**config.mk**
```make
export PLATFORM = sky130hd
export DESIGN_NAME = register_file
export DESIGN_NICKNAME = d
export VERILOG_FILES = /design/src/rtl/datapath_pkg.sv /design/src/rtl/register_file.sv
export SDC_FILE = /design/constraint.sdc
export NUM_CORES = 2
export LEC_CHECK = 0
export BUFFER_PORTS_ARGS = -buffer_cell sky130_fd_sc_hd__buf_2
export CELL_PAD_IN_SITES_DETAIL_PLACEMENT = 0
export CELL_PAD_IN_SITES_GLOBAL_PLACEMENT = 1
export CORE_MARGIN = 2
export CORE_UTILIZATION = 51
export DETAILED_ROUTE_END_ITERATION = 10
export PLACE_DENSITY_LB_ADDON = 0.05
export SLEW_MARGIN = 20
export SYNTH_ARGS = -nofsm -noshare
export SYNTH_HDL_FRONTEND = slang
export SYNTH_SLANG_ARGS = --single-unit
```
**constraint.sdc**
```tcl
create_clock -name clk -period 70.6 [get_ports clk]
set_clock_uncertainty 0.1 [all_clocks]
set_input_delay 3.53 -clock clk [delete_from_list [all_inputs] [get_ports clk]]
set_output_delay 3.53 -clock clk [all_outputs]
set_load 0.01 [all_outputs]
```
**src/rtl/datapath_pkg.sv**
```systemverilog
// Shared datapath types and constants for the 64-bit ARM single-cycle core.
package datapath_pkg;
  localparam int DATA_WIDTH     = 64;
  localparam int REG_ADDR_WIDTH = 5;

  typedef logic [REG_ADDR_WIDTH-1:0] reg_idx_t;
  typedef logic [DATA_WIDTH-1:0]     dword_t;

  localparam reg_idx_t XZR_IDX = 5'd31;
endpackage

```
**src/rtl/register_file.sv**
```systemverilog
// Architectural register file: X0-X30 in flops, XZR (top index) reads zero.
// Two combinational read ports, one clocked write port, optional forwarding.
module register_file #(
  parameter int DATA_WIDTH = datapath_pkg::DATA_WIDTH,
  parameter int ADDR_WIDTH = datapath_pkg::REG_ADDR_WIDTH,
  parameter bit BYPASS     = 1'b0
) (
  input  logic                  clk,
  input  logic                  reset,
  input  logic [ADDR_WIDTH-1:0] read_reg1,
  input  logic [ADDR_WIDTH-1:0] read_reg2,
  input  logic [ADDR_WIDTH-1:0] write_reg,
  input  logic [DATA_WIDTH-1:0] write_data,
  input  logic                  reg_write,
  output logic [DATA_WIDTH-1:0] read_data1,
  output logic [DATA_WIDTH-1:0] read_data2
);

  // Top index is the zero register; it has no storage behind it.
  localparam int                  NUM_REGS = (1 << ADDR_WIDTH) - 1;
  localparam logic [ADDR_WIDTH-1:0] XZR    = {ADDR_WIDTH{1'b1}};

  logic [DATA_WIDTH-1:0] regs_q [NUM_REGS];
  logic                  wr_en_d;

  // A write to XZR is dropped here so it can neither store nor forward.
  assign wr_en_d = reg_write && (write_reg != XZR);

  // Storage: async clear, one write per rising edge.
  always_ff @(posedge clk or posedge reset) begin
    if (reset) begin
      for (int i = 0; i < NUM_REGS; i++) regs_q[i] <= '0;
    end else if (wr_en_d) begin
      regs_q[write_reg] <= write_data;
    end
  end

  // Read mux shared by both ports. Forwarding is suppressed during reset
  // so the outputs stay at zero while reset is held.
  function automatic logic [DATA_WIDTH-1:0] rd_mux(input logic [ADDR_WIDTH-1:0] idx);
    if (idx == XZR)                                   return '0;
    if (BYPASS && wr_en_d && !reset && write_reg == idx) return write_data;
    return regs_q[idx];
  endfunction

  // Combinational read ports.
  always_comb begin
    read_data1 = rd_mux(read_reg1);
    read_data2 = rd_mux(read_reg2);
  end

endmodule
```
==> key figures <==
Yosys
  • Net Count, Synth: 7313
  • FF+latch count, synth: 1984
  • Number of flops mapped to enable cells by yosys: 0
  • Synthesized area: 0.1062 sq mm
  • Synth cell types: 49
  • Fraction of registers with async set/reset: 1.000
  • Synth Instances: 7231
  • Ys flop type: dfrtp_1
  • Ys Warns: 0
  • Mean post-synth cell area: roughly 15 sq um
  • Post-synthesis sequential area ratio: 0.4673

Route
  • Drt first pass iters: 5
  • Drt initial violations: 7393
  • Final wirelength: 373200 um
  • Drt via density: 6.957
  • # DRC: 0
  • Final ANT Viol Nets: 0
  • Routed wire per std cell: 37.29 um
  • Via total after detailed routing: 69640

Placement
  • Routability cong.: between 0.7 and 0.8
  • Hpwl dp: 202400 um
  • I/O Buffers: ~210

Clock network
  • Worst-Skew Late Latency: 870 ps
  • Max Buffers Root-to-Sink: 3
  • Clock root buffer: clkbuf_16
  • CTS tree: built
  • Cts hold-fix bufs: 0
  • Number of H-tree levels: 4
  • CTS resizes: 0
  • Total CTS buffers: 218
  • Post-CTS setup buffer count: 0
  • CTS Sinks: a little under 2000
  • Clk slew on worst S/H paths: approximately 60 ps

Layout
  • Biggest regs: regs_q (1984)
  • Largest Register: regs_q
  • Nets: 7114
  • Layout area overhead: 9.823%
  • Layout cell share with drive strength beyond 1: 0.5035
  • Max reg flops: 1984

STA
  • RSZ-0062 raised after global routing: false
  • Fin Hold WS: 407.6 ps
  • Max Fclk: 82.91 MHz
  • Worst-Margin Slew: around 1200 ps
  • Setup violators final: 0
  • Max-slew violations: 0
  • Fin crit share: 0.1708
  • Setup TNS: 0 ps
  • Slew headroom: 0.1841
  • Final hold violation count: 0
  • Tmin final: 12060 ps

Power and ir drop
  • Switch share: 0.2772
  • Peak supply drop: 0.00003143 V
  • Flop pwr share: 0.442
  • Pwr per Cell Area: a little under 30 mW/mm^2
  • Total Power: ~3.4 mW
  • Net Sw Power: 956.1 uW
  • Leak Pwr: 51.21 nW
  • Clk pwr share: 0.352
  • Int Power: about 2.5 mW
  • Combinational power share: 0.206

Floorplan
  • Core region area: 0.2071 sq mm
  • Die area: around 0.21 sq mm
  • Die width: 460.4 um
  • Die Y: roughly 460 um
  • IO Count: 210
  • Row cnt: 167
  • Initial Util: 0.5130

Critical path
  • Crit Reg-Reg Endpoint: regs_q[1971]
  • CP delay by family, top: buffers and inverters
  • Crit-path slowest cell: buf_4
  • Crit path launch type: primary input
  • Setup CP Type: primary input to primary output
  • Max incr delay on CP: roughly 750 ps
  • Crit path required time: 66970 ps
  • Critical path's most frequent cell: buf_4
  • Worst r2r path cells: 1
  • CP Capture Type: primary output
  • Crit path DAT: roughly 8400 ps
  • Reg2Reg Setup Slack: 69670 ps
  • Worst Path Max Fanout: between 40 and 50
  • RR Startpoint: regs_q[1971]
  • CP Cell Sequence: buf_8 > buf_4 > buf_4 > buf_4 > buf_4 > mux4_2 > mux2_2 > a22oi_1 > o211ai_1 > buf_2
  • Worst Path Buf+Inv: 6

Global route
  • GRT overflow: 0
  • First-pass GRT wire length: 534900 um
  • GRT Total Usage: 0.3535
  • Number of global-route vias before repair: 71030
  • Initial antenna violation count: 34
  • Largest net degree at the start of global routing: 179

Min path
  • WHS Endpoint: regs_q[646]
  • Hold Crit Class: register to register
  • Cell count of the worst hold path: 1
  • Worst hold start: regs_q[646]

Flow run
  • # Max-Cap Violations: 0

Outcome
  • Status: finished, final reports clean
==> kinds of logic (layout without fill, tap and decap cells) <==
family	Yosys count	after routing	share of synthesized area
buf+inv	854	838	0.03592
simple gates	345	345	0.01617
compound gates	722	722	0.05016
other cells	0	7	0
flops	1984	1984	0.4673
mux	3326	3326	0.4304
==> power groups by stage <==
stage / logic (mW) / clock network (mW) / registers [mW]
final: 0.709 / 1.21 / 1.52
after global routing: 0.757 / 1.28 / 1.55
after CTS: 0.710 / 1.23 / 1.52
after detailed placement: 0.707 / 0 / 1.54
after global placement: 0.694 / 0 / 1.52
after floorplan: 0.553 / 0 / 1.49
==> synthesized netlist by cell type (27+ instances only) <==
cell type,n,area share
a211o_1,33,0.0027
a211oi_1,32,0.0023
a21oi_1,37,0.0017
a221o_1,28,0.0026
a221oi_1,30,0.0025
a22o_1,64,0.0053
a22oi_1,103,0.0073
a2bb2oi_1,27,0.0022
a31oi_1,37,0.0022
buf_2,275,0.013
buf_4,44,0.0031
clkbuf_1,442,0.016
dfrtp_1,1984,0.47
inv_1,55,0.0019
mux2_1,94,0.010
mux2_2,2013,0.21
mux2i_1,436,0.041
mux4_2,783,0.17
nand2_1,127,0.0045
nand4_1,37,0.0022
nor2_1,48,0.0017
nor2b_1,45,0.0026
nor3_1,33,0.0016
o211ai_1,68,0.0048
o21ai_0,121,0.0057
o221a_2,33,0.0035
o221ai_1,39,0.0032
o22ai_1,60,0.0035
==> layout by cell type (no fill, tap or decap), types with 28 or more instances in the layout <==
| cell type | n |
|---|---|
| buf_2 | 200 |
| a221oi_1 | 30 |
| inv_1 | 54 |
| mux2_2 | 2013 |
| o211ai_1 | 68 |
| a31oi_1 | 37 |
| a211oi_1 | 32 |
| clkbuf_1 | 40 |
| o221ai_1 | 39 |
| clkinv_2 | 39 |
| o21ai_0 | 121 |
| nor2b_1 | 37 |
| a21oi_1 | 37 |
| nand2_1 | 111 |
| clkbuf_16 | 228 |
| o221a_2 | 33 |
| a22o_1 | 64 |
| nor2_1 | 42 |
| mux4_2 | 783 |
| a211o_1 | 33 |
| o22ai_1 | 60 |
| mux2i_1 | 436 |
| a22oi_1 | 103 |
| buf_4 | 157 |
| nand4_1 | 37 |
| mux2_1 | 94 |
| nor3_1 | 33 |
| dfrtp_1 | 1984 |
| clkbuf_8 | 68 |
| a221o_1 | 28 |
==> worst max-delay path by stage <==
stage / start / endpoint / cells after the start
floorplan: reset / regs_q[0] / 1
global placement: read_reg2[1] / read_data2[56] / 10
detailed placement: read_reg2[1] / read_data2[56] / 10
CTS: read_reg2[1] / read_data2[56] / 10
global route: read_reg2[1] / read_data2[56] / 10
finish: read_reg2[1] / read_data2[56] / 10
==> layout make-up <==
cell class | instances | area [sq um]
Tap cell | 2788 | 3488
Inverter | 58 | 236.5
Timing Repair Buffer | 377 | 2537
Sequential cell | 1984 | 49650
Multi-Input combinational cell | 4393 | 53100
Fill cell | 16630 | 90400
Clock buffer | 336 | 6792
Antenna cell | 7 | 17.52
Clock inverter | 67 | 852.1
==> metal layers <==
layer  global-route usage  wire length [um]  vias to the layer above
met2               0.5462            172600                     2982
met5                    0               138                        -
met4               0.1141             12770                       20
li1                     -                 -                    27570
met1               0.5061            159300                    38390
met3              0.06700             28440                      686
==> stage by stage <==
step	setup WS [ps]	util	cells	cell area, sq um
2_1_floorplan	10930	-	7231	106200
6_report	58540	0.5634	10010	116700
5_1_grt	58340	0.5634	10010	116700
3_3_place_gp	58490	0.5261	9598	108900
3_5_place_dp	58510	0.5261	9598	108900
4_1_cts	58500	0.5630	10000	116600
Note: power is estimated with default switching activity, not from simulation.
